`src/rtl/cv32e40p_pkg.sv`:
```
// Shared types for the TMR voter monitor: per-channel health states and replica ids.
package cv32e40p_pkg;

    typedef enum logic [1:0] {
        NOMINAL  = 2'd0,
        SUSPECT  = 2'd1,
        ISOLATED = 2'd2,
        FAILED   = 2'd3
    } voter_state_e;

    localparam logic [1:0] REPLICA_NONE = 2'd0;
    localparam logic [1:0] REPLICA_1    = 2'd1;
    localparam logic [1:0] REPLICA_2    = 2'd2;
    localparam logic [1:0] REPLICA_3    = 2'd3;

    function automatic logic [2:0] replica_onehot(input logic [1:0] id);
        case (id)
            REPLICA_1: return 3'b001;
            REPLICA_2: return 3'b010;
            REPLICA_3: return 3'b100;
            default:   return 3'b000;
        endcase
    endfunction

endpackage

```
`src/rtl/cv32e40p_voter_channel.sv`:
```
// One TMR triplet: word vote, saturating error counter and (with CV32E40P_VOTER_ISOLATION_EN)
// the health FSM that isolates a persistently wrong replica.
module cv32e40p_voter_channel
    import cv32e40p_pkg::*;
#(
    parameter int unsigned LEN          = 32,
    parameter int unsigned ERR_CNT_W    = 8,
    parameter int unsigned FAULT_THRESH = 4
) (
    input  logic                 clk,
    input  logic                 rst,
    input  logic                 valid_i,
    input  logic                 clr_i,
    input  logic [LEN-1:0]       in_1_i,
    input  logic [LEN-1:0]       in_2_i,
    input  logic [LEN-1:0]       in_3_i,
    output logic [LEN-1:0]       voted_o,
    output logic                 error_correct_o,
    output logic                 error_detected_o,
    output logic [2:0]           faulty_o,
    output logic                 failed_o,
    output logic [ERR_CNT_W-1:0] err_cnt_o
);

    if (FAULT_THRESH < 1 || FAULT_THRESH > 15) begin : g_bad_thresh
        $error("FAULT_THRESH must be in 1..15");
    end

    logic                 w_eq12, w_eq13, w_eq23;
    logic [2:0]           w_iso;
    logic [LEN-1:0]       w_voted;
    logic                 w_corr, w_det;
    logic [LEN-1:0]       r_voted;
    logic                 r_corr, r_det;
    logic [ERR_CNT_W-1:0] r_cnt;

    assign w_eq12 = (in_1_i == in_2_i);
    assign w_eq13 = (in_1_i == in_3_i);
    assign w_eq23 = (in_2_i == in_3_i);

    // An isolated replica reduces the vote to a compare of the two survivors.
    always_comb begin
        w_voted = in_1_i;
        w_corr  = 1'b0;
        w_det   = 1'b0;
        case (w_iso)
            3'b001: begin
                w_voted = in_2_i;
                w_det   = !w_eq23;
            end
            3'b010:  w_det = !w_eq13;
            3'b100:  w_det = !w_eq12;
            default: begin
                if (!w_eq12 && !w_eq13 && w_eq23) w_voted = in_2_i;
                if (!(w_eq12 && w_eq13)) begin
                    w_det  = 1'b1;
                    w_corr = w_eq12 | w_eq13 | w_eq23;
                end
            end
        endcase
    end

    always_ff @(posedge clk) begin
        if (rst) begin
            r_voted <= '0;
            r_corr  <= 1'b0;
            r_det   <= 1'b0;
        end else begin
            if (valid_i) r_voted <= w_voted;
            r_corr <= valid_i & w_corr;
            r_det  <= valid_i & w_det;
        end
    end

    always_ff @(posedge clk) begin
        if (rst || clr_i) begin
            r_cnt <= '0;
        end else if (valid_i && w_det && (r_cnt != '1)) begin
            r_cnt <= r_cnt + ERR_CNT_W'(1);
        end
    end

    assign voted_o          = r_voted;
    assign error_correct_o  = r_corr;
    assign error_detected_o = r_det;
    assign err_cnt_o        = r_cnt;

`ifdef CV32E40P_VOTER_ISOLATION_EN
    localparam logic [3:0] THRESH = 4'(FAULT_THRESH);

    voter_state_e r_state;
    logic [1:0]   r_suspect;
    logic [3:0]   r_streak;
    logic [2:0]   r_faulty;
    logic [1:0]   w_suspect;
    logic         w_uncorr;

    assign w_iso     = r_faulty;
    assign w_uncorr  = w_det & ~w_corr;
    assign w_suspect = w_eq12 ? REPLICA_3 : (w_eq13 ? REPLICA_2 : REPLICA_1);

    always_ff @(posedge clk) begin
        if (rst || clr_i) begin
            r_state   <= NOMINAL;
            r_suspect <= REPLICA_NONE;
            r_streak  <= '0;
            r_faulty  <= '0;
        end else if (valid_i) begin
            case (r_state)
                NOMINAL: begin
                    if (w_uncorr) begin
                        r_state <= FAILED;
                    end else if (w_corr) begin
                        if (THRESH == 4'd1) begin
                            r_state  <= ISOLATED;
                            r_faulty <= replica_onehot(w_suspect);
                        end else begin
                            r_state   <= SUSPECT;
                            r_suspect <= w_suspect;
                            r_streak  <= 4'd1;
                        end
                    end
                end
                SUSPECT: begin
                    if (w_uncorr) begin
                        r_state   <= FAILED;
                        r_suspect <= REPLICA_NONE;
                        r_streak  <= '0;
                    end else if (w_corr && (w_suspect == r_suspect)) begin
                        if (r_streak + 4'd1 >= THRESH) begin
                            r_state   <= ISOLATED;
                            r_faulty  <= replica_onehot(w_suspect);
                            r_suspect <= REPLICA_NONE;
                            r_streak  <= '0;
                        end else begin
                            r_streak <= r_streak + 4'd1;
                        end
                    end else if (w_corr) begin
                        r_suspect <= w_suspect;
                        r_streak  <= 4'd1;
                    end else begin
                        r_state   <= NOMINAL;
                        r_suspect <= REPLICA_NONE;
                        r_streak  <= '0;
                    end
                end
                ISOLATED: begin
                    if (w_det) r_state <= FAILED;
                end
                default: ;
            endcase
        end
    end

    assign faulty_o = r_faulty;
    assign failed_o = (r_state == FAILED);
`else
    assign w_iso    = '0;
    assign faulty_o = '0;
    assign failed_o = 1'b0;
`endif

endmodule

```
`src/rtl/cv32e40p_tmr_voter_monitor.sv`:
```
// N_IN independent TMR voter channels with a shared registered valid.
// Replica isolation FSM is built only when CV32E40P_VOTER_ISOLATION_EN is defined.
module cv32e40p_tmr_voter_monitor #(
    parameter int unsigned LEN          = 32,
    parameter int unsigned N_IN         = 1,
    parameter int unsigned ERR_CNT_W    = 8,
    parameter int unsigned FAULT_THRESH = 4
) (
    input  logic                           clk,
    input  logic                           rst,
    input  logic                           valid_i,
    input  logic                           clr_i,
    input  logic [N_IN-1:0][LEN-1:0]       in_1_i,
    input  logic [N_IN-1:0][LEN-1:0]       in_2_i,
    input  logic [N_IN-1:0][LEN-1:0]       in_3_i,
    output logic                           valid_o,
    output logic [N_IN-1:0][LEN-1:0]       voted_o,
    output logic [N_IN-1:0]                error_correct_o,
    output logic [N_IN-1:0]                error_detected_o,
    output logic [N_IN-1:0][2:0]           faulty_o,
    output logic [N_IN-1:0]                failed_o,
    output logic [N_IN-1:0][ERR_CNT_W-1:0] err_cnt_o
);

    logic r_valid;

    always_ff @(posedge clk) begin
        if (rst) r_valid <= 1'b0;
        else     r_valid <= valid_i;
    end

    assign valid_o = r_valid;

    for (genvar gi = 0; gi < N_IN; gi++) begin : g_ch
        cv32e40p_voter_channel #(
            .LEN          (LEN),
            .ERR_CNT_W    (ERR_CNT_W),
            .FAULT_THRESH (FAULT_THRESH)
        ) u_channel (
            .clk              (clk),
            .rst              (rst),
            .valid_i          (valid_i),
            .clr_i            (clr_i),
            .in_1_i           (in_1_i[gi]),
            .in_2_i           (in_2_i[gi]),
            .in_3_i           (in_3_i[gi]),
            .voted_o          (voted_o[gi]),
            .error_correct_o  (error_correct_o[gi]),
            .error_detected_o (error_detected_o[gi]),
            .faulty_o         (faulty_o[gi]),
            .failed_o         (failed_o[gi]),
            .err_cnt_o        (err_cnt_o[gi])
        );
    end

endmodule

```
`config.mk`:
```
export PLATFORM = sky130hd
export DESIGN_NAME = cv32e40p_tmr_voter_monitor
export DESIGN_NICKNAME = d
export VERILOG_FILES = /design/src/rtl/cv32e40p_pkg.sv /design/src/rtl/cv32e40p_voter_channel.sv /design/src/rtl/cv32e40p_tmr_voter_monitor.sv
export SDC_FILE = /design/constraint.sdc
export NUM_CORES = 1
export LEC_CHECK = 0
export CORE_MARGIN = 2
export CORE_UTILIZATION = 30
export DETAILED_ROUTE_END_ITERATION = 16
export DONT_BUFFER_PORTS = 1
export GPL_ROUTABILITY_DRIVEN = 0
export GPL_TIMING_DRIVEN = 0
export PLACE_DENSITY_LB_ADDON = 0.12
export SKIP_CTS_REPAIR_TIMING = 1
export SLEW_MARGIN = 20
export SYNTH_ARGS = -nofsm -noshare
export SYNTH_HDL_FRONTEND = slang
export SYNTH_SLANG_ARGS = --single-unit
```
`constraint.sdc`:
```
create_clock -name clk -period 1.9 [get_ports clk]
set_input_delay 0 -clock clk [delete_from_list [all_inputs] [get_ports clk]]
set_output_delay 0 -clock clk [all_outputs]
set_load 0.02 [all_outputs]
```
==> impl_metrics.tcl, run 1 <==
set metrics [dict create \
    outcome "complete, but fails checks" \
    violations "hold timing" \
    final_nets 561 \
    timing_max_transition_violations_final 0 \
    final_hold_violation_count 1 \
    timing.final.crit_share 0.898 \
    hold_path_class "input pin to flip-flop" \
    placement.setup.worst_slack_ns -0.172 \
    synthToLayoutAreaGrowth_pct 28.2 \
    largest_net_degree_at_the_start_of_global_routing 14 \
    syn-instance-count 386 \
    count_of_tritonroute_iterations_in_the_first_routing_pass 4 \
    post_route_cells_drive_above_1_share 0.154 \
    post_synth.cell_area_avg_um2 9.06 \
    synthesis.yosys.warnings 0 \
    drc_errors 0 \
    finalWorstPathRequiredPeriod_ns 1.71 \
    drtIter0Drc 213 \
    routed_via_density 5.48 \
    route.detailed.wl_per_inst_um 22.9 \
    core-area_um2 11400 \
    clock_path_buffers 2 \
    remaining_overflow_grt 0 \
    synth.ff_latch_count 43 \
    min_delay_worst_endpoint "g_ch[0].u_channel.voted_o[13]$_SDFFE_PP0P_" \
    clkSlewWorstSetupHoldPaths_ns 0.07 \
    layout.cells.most_common "sky130_fd_sc_hd__xor2_1" \
    r2r_slack_ns 0.19 \
    clock_insertion_delay_worst_skew_ns 0.29 \
    r2r_end "g_ch[0].u_channel.err_cnt_o[1]$_SDFFE_PP0P_" \
    tightest_slew_ns 0.776 \
    final_skew_ns 0.000469 \
    wl_mm 13.8 \
    antenna_found_initial 0 \
    cp_launch_type "input pin" \
    holdWs_ns -0.00677 \
    placement_rows 39 \
    power-per-cell-area_nw_per_um2 545 \
    final_area_um2 4480 \
    antennaDiodeCount 0 \
    arrival_worst_endpoint_ns 1.85 \
    hold-path-cell-count 2 \
    placement.io_buffers 0 \
    first_global_vias 3133 \
    maxClockFrequency_mhz 586 \
    grt.total_usage 0.204 \
    initial_utilization 0.306 \
    worst_slack_ns 0.193 \
    detailedPlacementHpwl_mm 10.4 \
    worst-r2r-cell-count 6 \
    timing.setup.critical_path_class "input pin to flip-flop" \
    floorplan.die.height_um 112 \
    dr_total_vias 3307 \
    detailed_place.area_um2 3690 \
    power_consumption_uw 2440 \
    hold_start "in_2_i[13]" \
    reg2reg_from "g_ch[0].u_channel.err_cnt_o[0]$_SDFFE_PP0P_" \
    htree_levels 2 \
    ys_seq_area_frac 0.246 \
    tritoncts_num_sinks 43 \
    setup.worst_path.end_class "flip-flop" \
    die_w_um 112 \
    tritoncts "built" \
    crit_fanout 10 \
    ioPinCount 147 \
    final_antenna_net_count 0 \
    grt_setup_unrepaired "no" \
    cts_root_buf "sky130_fd_sc_hd__clkbuf_16" \
    die_outline_area_um2 12500 \
    ir_drop_v 0.000326 \
    max-cap-violations 0 \
    synthDistinctLibCells 35 \
    commonest_non_fill_non_tap_cells_in_the_layout "sky130_fd_sc_hd__xor2_1 (96), sky130_fd_sc_hd__dlygate4sd3_1 (64), sky130_fd_sc_hd__dfxtp_1 (41), sky130_fd_sc_hd__o31ai_1 (35), sky130_fd_sc_hd__nor2_1 (34)" \
    final_setup_violating_endpoints 0 \
    grt_first_pass_wirelength_mm 19.4 \
    synth_area_um2 3500 \
    timing.slew.headroom 0.483 \
    p_leak_uw 0.00156 \
    cts_buffers 5 \
    required_arrival_time_at_the_worst_endpoint_ns 2.05 \
]
## metal layers
metal	vias up	part of all wire	routed length (um)	track usage
met2	136	0.46	6370	0.325
met1	1555	0.43	6020	0.255
met4	0	0.012	169	0.0472
met3	11	0.093	1280	0.0893
met5	-	0	0	0
li1	1605	-	-	-
## synth_stat cells, drive strengths merged
library cell | instances | area, um^2
clkbuf | 13 | 48.8
a21oi | 5 | 25.0
inv | 2 | 7.51
nand3 | 4 | 20.0
or3 | 4 | 25.0
buf | 25 | 160
nor4 | 28 | 234
or4 | 3 | 22.5
xor2 | 96 | 841
dfxtp | 43 | 861
or3b | 1 | 8.76
nand4 | 17 | 119
mux2i | 3 | 30.0
conb | 1 | 3.75
a311oi | 10 | 87.6
o21ai | 3 | 15.0
a211oi | 22 | 165
or2 | 4 | 25.0
nand2 | 5 | 18.8
o31ai | 35 | 263
o31a | 1 | 8.76
nor2 | 37 | 146
ha | 1 | 12.5
a41oi | 22 | 343
nor3 | 1 | 5.00
## stage by stage
stage          TNS (ns)  hold WS (ns)  cells  utilization
6_report              0      -0.00677    604        0.393
5_1_grt               0        0.0233    604        0.393
4_1_cts          -0.279        -0.148    540        0.335
3_5_place_dp      -3.83         0.161    532        0.323
3_3_place_gp      -3.72         0.156    532        0.323
2_1_floorplan         0         0.153    389            -
## cells by family after synthesis
family	Yosys count	share of synthesized area
AND/OR/NAND/NOR	104	0.179
multiplexers	3	0.00859
other	1	0.00107
buffers and inverters	40	0.0619
AO/OA/AOI/OAI	98	0.259
XOR/XNOR	96	0.241
flip-flops	43	0.246
adder cells (fa/ha/maj)	1	0.00358
## report_power, final
group / internal, uW / total [uW] / switching [uW]
Sequential: 953 / 1050 / 99.9
Combinational: 266 / 512 / 246
Clock: 482 / 878 / 397
Total: 1700 / 2440 / 742
## flip-flops by register name, summed over array words and instances, names as in the netlist
signal                           cells
g_ch.u_channel.voted_o              32
valid_o                              1
g_ch.u_channel.error_detected_o      1
g_ch.u_channel.error_correct_o       1
g_ch.u_channel.err_cnt_o             8
## critical path, stage by stage
cell and delay, ns:
sky130_fd_sc_hd__xor2_1 0.14, sky130_fd_sc_hd__nor4_1 0.42, sky130_fd_sc_hd__nand4_1 0.29, sky130_fd_sc_hd__or2_1 0.29
sky130_fd_sc_hd__buf_4 0.15, sky130_fd_sc_hd__clkbuf_1 0.26, sky130_fd_sc_hd__nand4_1 0.19, sky130_fd_sc_hd__a311oi_1 0.10
## final cells by class
class,instances,area [um^2]
Timing Repair Buffer,64,641
Clock inverter,3,15.0
Sequential cell,43,863
Fill cell,1215,6940
Multi-Input combinational cell,306,2440
Clock buffer,5,125
Buffer,38,210
Tap cell,143,179
Inverter,2,7.51
## worst max path at each step
stage                                                startpoint                                          end
floorplan           g_ch[0].u_channel.err_cnt_o[0]$_SDFFE_PP0P_  g_ch[0].u_channel.err_cnt_o[5]$_SDFFE_PP0P_
global placement                                      in_2_i[8]   g_ch[0].u_channel.voted_o[18]$_SDFFE_PP0P_
detailed placement                                   in_2_i[25]    g_ch[0].u_channel.voted_o[7]$_SDFFE_PP0P_
CTS                 g_ch[0].u_channel.err_cnt_o[0]$_SDFFE_PP0P_  g_ch[0].u_channel.err_cnt_o[7]$_SDFFE_PP0P_
global route                                          in_2_i[8]   g_ch[0].u_channel.voted_o[18]$_SDFFE_PP0P_
finish                                               in_2_i[25]   g_ch[0].u_channel.voted_o[20]$_SDFFE_PP0P_
Power figures use the tool's default switching activity.
==> run 2: changes to the inputs <==
CORE_MARGIN = 8   (was 2)
CTS_CLUSTER_SIZE = 12   (was not set)
==> run 2 against run 1 <==
Against the previous run: the run still ends with hold timing left; global-route usage down 2.5 points; sequential share of layout area fell by 0.072 points; combinational power about the same; routed wire length is 7.7% higher; largest power group unchanged; via count rose by 3.4%; clock skew hardly changed; fmax is 9.6% lower.
==> impl_metrics.tcl, run 2 (synthesis results as in run 1) <==
set metrics [dict create \
    htree_levels 2 \
    largest_net_degree_at_the_start_of_global_routing 16 \
    core-area_um2 11400 \
    cts_buffers 5 \
    route.top_layer_used "met4" \
    cellInternalPower_uw 1710 \
    floorplan.die.height_um 124 \
    slowest_stage_cell_on_the_critical_path "sky130_fd_sc_hd__nor4_1" \
    detailed_place.area_um2 3690 \
    r2r_end "g_ch[0].u_channel.err_cnt_o[1]$_SDFFE_PP0P_" \
    die_outline_area_um2 15400 \
    final_setup_violating_endpoints 0 \
    clock_path_buffers 2 \
    max-cap-violations 0 \
    power-per-cell-area_nw_per_um2 551 \
    tritoncts "built" \
    timing.setup.critical_path_class "input pin to flip-flop" \
    drtIter0Drc 186 \
    routedLengthMet1_mm 6.00 \
    timing.critical_path.cells "xor2_1 -> nor4_1 -> nand4_1 -> or2_1 -> buf_2 -> clkbuf_1 -> nand4_1 -> a311oi_1" \
    cts_root_buf "sky130_fd_sc_hd__clkbuf_16" \
    commonest_non_fill_non_tap_cells_in_the_layout "sky130_fd_sc_hd__xor2_1 (96), sky130_fd_sc_hd__dlygate4sd3_1 (65), sky130_fd_sc_hd__dfxtp_1 (43), sky130_fd_sc_hd__o31ai_1 (35), sky130_fd_sc_hd__nor2_1 (34)" \
    net-switching-power_uw 763 \
    grt_setup_unrepaired "no" \
    required_arrival_time_at_the_worst_endpoint_ns 2.05 \
    die_w_um 124 \
    power_frac_comb 0.206 \
    route.met3.wl_mm 1.79 \
    holdWs_ns -0.0263 \
    critPathCapture "g_ch[0].u_channel.voted_o[9]$_SDFFE_PP0P_" \
    largest_register_ffs 32 \
    timing.final.crit_share 0.994 \
    hold_path_class "input pin to flip-flop" \
    arrival_worst_endpoint_ns 2.04 \
    hold-path-cell-count 2 \
    tritoncts_num_sinks 43 \
    sw_frac_of_total 0.308 \
    clkSlewWorstSetupHoldPaths_ns 0.07 \
    wl_mm 14.9 \
    final_nets 562 \
    final_skew_ns 0.000812 \
    remaining_overflow_grt 0 \
    antennaDiodeCount 0 \
    finalWorstPathRequiredPeriod_ns 1.89 \
    timing_max_transition_violations_final 0 \
    final_area_um2 4490 \
    setup.worst_path.end_class "flip-flop" \
    final_hold_violation_count 1 \
    ir_drop_v 0.000287 \
    timing.slew.headroom 0.471 \
    ioPinCount 147 \
    post_route_cells_drive_above_1_share 0.145 \
    cp_launch_type "input pin" \
    grt_first_pass_wirelength_mm 20.3 \
    r2r_slack_ns 0.15 \
    grt.total_usage 0.179 \
    detailedPlacementHpwl_mm 11.3 \
    share_seq_of_total_power 0.426 \
    maxClockFrequency_mhz 530 \
    setup.worst_path.start "in_1_i[25]" \
    drc_errors 0 \
    dr_total_vias 3419 \
    final_antenna_net_count 0 \
    dr_wl_met2_mm 6.90 \
    placement_rows 39 \
    placement.io_buffers 0 \
    critPathMaxStageDelay_ns 0.50 \
    p_leak_uw 0.00155 \
    antenna_found_initial 0 \
    worst-r2r-cell-count 6 \
    violations "hold timing" \
    route.detailed.wl_per_inst_um 24.6 \
    tightest_slew_ns 0.793 \
    crit_fanout 10 \
    initial_utilization 0.306 \
    routed_via_density 5.65 \
    clock_insertion_delay_worst_skew_ns 0.29 \
    count_of_tritonroute_iterations_in_the_first_routing_pass 4 \
    layout.cells.most_common "sky130_fd_sc_hd__xor2_1" \
    reg2reg_from "g_ch[0].u_channel.err_cnt_o[0]$_SDFFE_PP0P_" \
    synthToLayoutAreaGrowth_pct 28.3 \
    worst_path_most_repeated_cell "sky130_fd_sc_hd__nand4_1" \
    first_global_vias 3222 \
    clock_power_share 0.368 \
    outcome "complete, but fails checks" \
]
[run 2: cell types whose count changed in the layout (fill, tap and decap cells not counted)]
cell                            previous run  this run
sky130_fd_sc_hd__dfxtp_2                   2         0
sky130_fd_sc_hd__clkinvlp_4                0         2
sky130_fd_sc_hd__dlygate4sd3_1            64        65
sky130_fd_sc_hd__clkinv_2                  3         0
sky130_fd_sc_hd__dfxtp_1                  41        43
sky130_fd_sc_hd__inv_6                     0         1
sky130_fd_sc_hd__nor4_1                   18        20
sky130_fd_sc_hd__nor4_2                    9         7
[run 2: how the worst min path moves through the flow]
stage,start,end
2_1_floorplan,in_1_i[12],g_ch[0].u_channel.voted_o[12]$_SDFFE_PP0P_
3_3_place_gp,in_1_i[31],g_ch[0].u_channel.voted_o[31]$_SDFFE_PP0P_
3_5_place_dp,in_1_i[16],g_ch[0].u_channel.voted_o[16]$_SDFFE_PP0P_
4_1_cts,in_1_i[22],g_ch[0].u_channel.voted_o[22]$_SDFFE_PP0P_
5_1_grt,in_2_i[13],g_ch[0].u_channel.voted_o[13]$_SDFFE_PP0P_
6_report,in_2_i[13],g_ch[0].u_channel.voted_o[13]$_SDFFE_PP0P_
[run 2: worst max-delay path, delay by kind of cell]
kind / cells / cell delay (ns)
AOI/OAI and AO/OA: 1 / 0.11
buffers and inverters: 2 / 0.45
xor gates and xnor gates: 1 / 0.14
and+or+nand+nor: 4 / 1.33
[run 2: area by class of cell]
class	instances	area, um^2
inverters	2	7.51
repair buffers	65	651
well taps	143	179
clock buffers	5	125
plain buffers	38	210
flip-flops and latches	43	861
fillers	1208	6930
multi-input cells	306	2430
clock inverters	3	23.8
[run 2: metrics by stage]
step                utilization  cells  worst slack (ns)  power [uW]    TNS, ns
global placement          0.323    532            -0.189        1460      -4.50
finish                    0.393    605            0.0118        2470          0
detailed placement        0.323    532            -0.207        1460      -5.00
CTS                       0.336    540         -0.000822        2380  -0.000822
floorplan                     -    389             0.247        1360          0
global route              0.393    605           0.00959        2580          0
[run 2: power by group through the flow]
| stage | registers [uW] | logic (uW) | clock network, uW |
|---|---|---|---|
| 4_1_cts | 1060 | 389 | 934 |
| 5_1_grt | 1060 | 556 | 958 |
| 2_1_floorplan | 1060 | 303 | 0 |
| 3_3_place_gp | 1080 | 385 | 0 |
| 6_report | 1050 | 511 | 909 |
| 3_5_place_dp | 1080 | 385 | 0 |
[run 2: routing by layer]
layer	vias to the layer above	track usage
met5	-	0
met4	0	0.0491
met3	17	0.0943
met2	164	0.290
met1	1633	0.201
li1	1605	-
==> run 3: changes to the inputs <==
PLACE_DENSITY = 0.48   (was not set)
PLACE_DENSITY_LB_ADDON = not set   (was 0.12)
==> run 3 against run 2 <==
Against the previous run: the run still ends with hold timing left; register-to-register slack improved by 0.03 ns; power increased by 5.1%; sequential power about the same; first-iteration DRC count increased by 32%; setup slack improved by 0.15 ns; combinational power increased by 2%; final cell count unchanged; cell area increased by 0.84%; die area unchanged; clock power increased by 12%; critical path depth unchanged; non-clock buffer count unchanged; largest cell class unchanged; highest routed layer unchanged.
==> impl_metrics.tcl, run 3 (synthesis results as in run 1) <==
set metrics [dict create \
    net-switching-power_uw 726 \
    detailedPlacementHpwl_mm 11.2 \
    clock_insertion_delay_worst_skew_ns 0.28 \
    timing.final.crit_share 0.914 \
    drtIter0Drc 246 \
    cts_root_buf "sky130_fd_sc_hd__clkbuf_16" \
    clkSlewWorstSetupHoldPaths_ns 0.07 \
    ir_drop_v 0.000470 \
    remaining_overflow_grt 0 \
    timing_max_transition_violations_final 0 \
    worst-r2r-cell-count 6 \
    max-cap-violations 0 \
    timing.slew.headroom 0.473 \
    largest_register_ffs 32 \
    cellInternalPower_uw 1870 \
    final_skew_ns 0.000486 \
    clock_path_buffers 2 \
    timing.setup.critical_path_class "input pin to flip-flop" \
    tightest_slew_ns 0.790 \
    share_seq_of_total_power 0.406 \
    floorplan.die.height_um 124 \
    placement.io_buffers 0 \
    sw_frac_of_total 0.279 \
    clock_power_share 0.394 \
    commonest_non_fill_non_tap_cells_in_the_layout "sky130_fd_sc_hd__xor2_1 (96), sky130_fd_sc_hd__dlygate4sd3_1 (65), sky130_fd_sc_hd__dfxtp_1 (43), sky130_fd_sc_hd__o31ai_1 (35), sky130_fd_sc_hd__nor2_1 (34)" \
    r2r_end "g_ch[0].u_channel.err_cnt_o[1]$_SDFFE_PP0P_" \
    cts_buffers 5 \
    die_outline_area_um2 15400 \
    final_nets 562 \
    tritoncts "built" \
    wl_mm 14.9 \
    p_leak_uw 0.00157 \
    dr_total_vias 3409 \
    maxClockFrequency_mhz 576 \
    crit_fanout 10 \
    min_delay_worst_endpoint "g_ch[0].u_channel.voted_o[12]$_SDFFE_PP0P_" \
    grt_first_pass_wirelength_mm 19.9 \
    die_w_um 124 \
    routed_via_density 5.63 \
    finalWorstPathRequiredPeriod_ns 1.74 \
    grt.total_usage 0.175 \
    grt_setup_unrepaired "no" \
    violations "hold timing" \
    setup.worst_path.end_class "flip-flop" \
    initial_utilization 0.306 \
    hold-path-cell-count 2 \
    final_antenna_net_count 0 \
    first_global_vias 3085 \
    dp.cells 532 \
    hold_start "in_2_i[12]" \
    core-area_um2 11400 \
    arrival_worst_endpoint_ns 1.88 \
    reg2reg_from "g_ch[0].u_channel.err_cnt_o[0]$_SDFFE_PP0P_" \
    final_cell_count_without_fillers 605 \
    largest_net_degree_at_the_start_of_global_routing 14 \
    final_setup_violating_endpoints 0 \
    power_frac_comb 0.200 \
    fill_cells 1197 \
    required_arrival_time_at_the_worst_endpoint_ns 2.04 \
    final_hold_violation_count 2 \
    hold_path_class "input pin to flip-flop" \
    post_route_cells_drive_above_1_share 0.149 \
    count_of_tritonroute_iterations_in_the_first_routing_pass 4 \
    utilization 0.396 \
    tritoncts_num_sinks 43 \
    antennaDiodeCount 0 \
    placement_rows 39 \
    ioPinCount 147 \
    r2r_slack_ns 0.18 \
    power-per-cell-area_nw_per_um2 575 \
    drc_errors 0 \
    route.detailed.wl_per_inst_um 24.6 \
    worst_slack_ns 0.163 \
    layout.cells.most_common "sky130_fd_sc_hd__xor2_1" \
    htree_levels 2 \
    antenna_found_initial 0 \
    cp_launch_type "input pin" \
    holdWs_ns -0.0169 \
    synthToLayoutAreaGrowth_pct 29.4 \
    placement.setup.worst_slack_ns -0.151 \
    outcome "complete, but fails checks" \
]
run 3: through the flow:
step	setup TNS, ns	total power (uW)	instance area [um^2]	hold slack, ns
6_report	0	2600	4520	-0.0169
3_5_place_dp	-2.86	1460	3690	0.161
5_1_grt	0	2710	4520	0.0313
4_1_cts	0	2500	3860	-0.140
3_3_place_gp	-4.71	1460	3690	0.158
2_1_floorplan	0	1360	3510	0.153
run 3: area by class of cell:
| class | instances | area, um^2 | share of cell area |
|---|---|---|---|
| Buffer | 38 | 210 | 0.0465 |
| Clock buffer | 6 | 139 | 0.0307 |
| Clock inverter | 2 | 35.0 | 0.00774 |
| Inverter | 2 | 7.51 | 0.00166 |
| Multi-Input combinational cell | 306 | 2440 | 0.540 |
| Sequential cell | 43 | 861 | 0.190 |
| Tap cell | 143 | 179 | 0.0395 |
| Timing Repair Buffer | 65 | 651 | 0.144 |
run 3: power by group through the flow:
| stage | clock [uW] | sequential, uW | combinational (uW) |
|---|---|---|---|
| 2_1_floorplan | 0 | 1060 | 303 |
| 3_3_place_gp | 0 | 1080 | 382 |
| 3_5_place_dp | 0 | 1080 | 386 |
| 4_1_cts | 1060 | 1060 | 389 |
| 5_1_grt | 1080 | 1060 | 564 |
| 6_report | 1020 | 1060 | 520 |
run 3: routing by layer:
| metal | vias to the layer above | global-route usage | share of wire |
|---|---|---|---|
| met1 | 1632 | 0.205 | 0.40 |
| met4 | 0 | 0.0297 | 0.013 |
| li1 | 1612 | - | - |
| met5 | - | 0 | 0 |
| met2 | 149 | 0.285 | 0.48 |
| met3 | 16 | 0.0902 | 0.10 |
run 3: worst max path at each step:
| stage | from | end | slack, ns |
|---|---|---|---|
| after floorplan | g_ch[0].u_channel.err_cnt_o[0]$_SDFFE_PP0P_ | g_ch[0].u_channel.err_cnt_o[5]$_SDFFE_PP0P_ | 0.25 |
| after global placement | in_2_i[25] | g_ch[0].u_channel.voted_o[9]$_SDFFE_PP0P_ | -0.18 |
| after detailed placement | in_2_i[25] | g_ch[0].u_channel.voted_o[21]$_SDFFE_PP0P_ | -0.15 |
| after CTS | g_ch[0].u_channel.err_cnt_o[1]$_SDFFE_PP0P_ | g_ch[0].u_channel.err_cnt_o[6]$_SDFFE_PP0P_ | 0.002 |
| after global routing | g_ch[0].u_channel.err_cnt_o[0]$_SDFFE_PP0P_ | g_ch[0].u_channel.err_cnt_o[5]$_SDFFE_PP0P_ | 0.02 |
| final | in_2_i[8] | g_ch[0].u_channel.voted_o[18]$_SDFFE_PP0P_ | 0.16 |
run 3: critical path: stages:
cell and delay (ns):
sky130_fd_sc_hd__xor2_1 0.18, sky130_fd_sc_hd__nor4_1 0.45, sky130_fd_sc_hd__nand4_1 0.20, sky130_fd_sc_hd__or2_1 0.25
sky130_fd_sc_hd__clkbuf_1 0.14, sky130_fd_sc_hd__buf_2 0.22, sky130_fd_sc_hd__o31ai_1 0.32, sky130_fd_sc_hd__a311oi_1 0.13
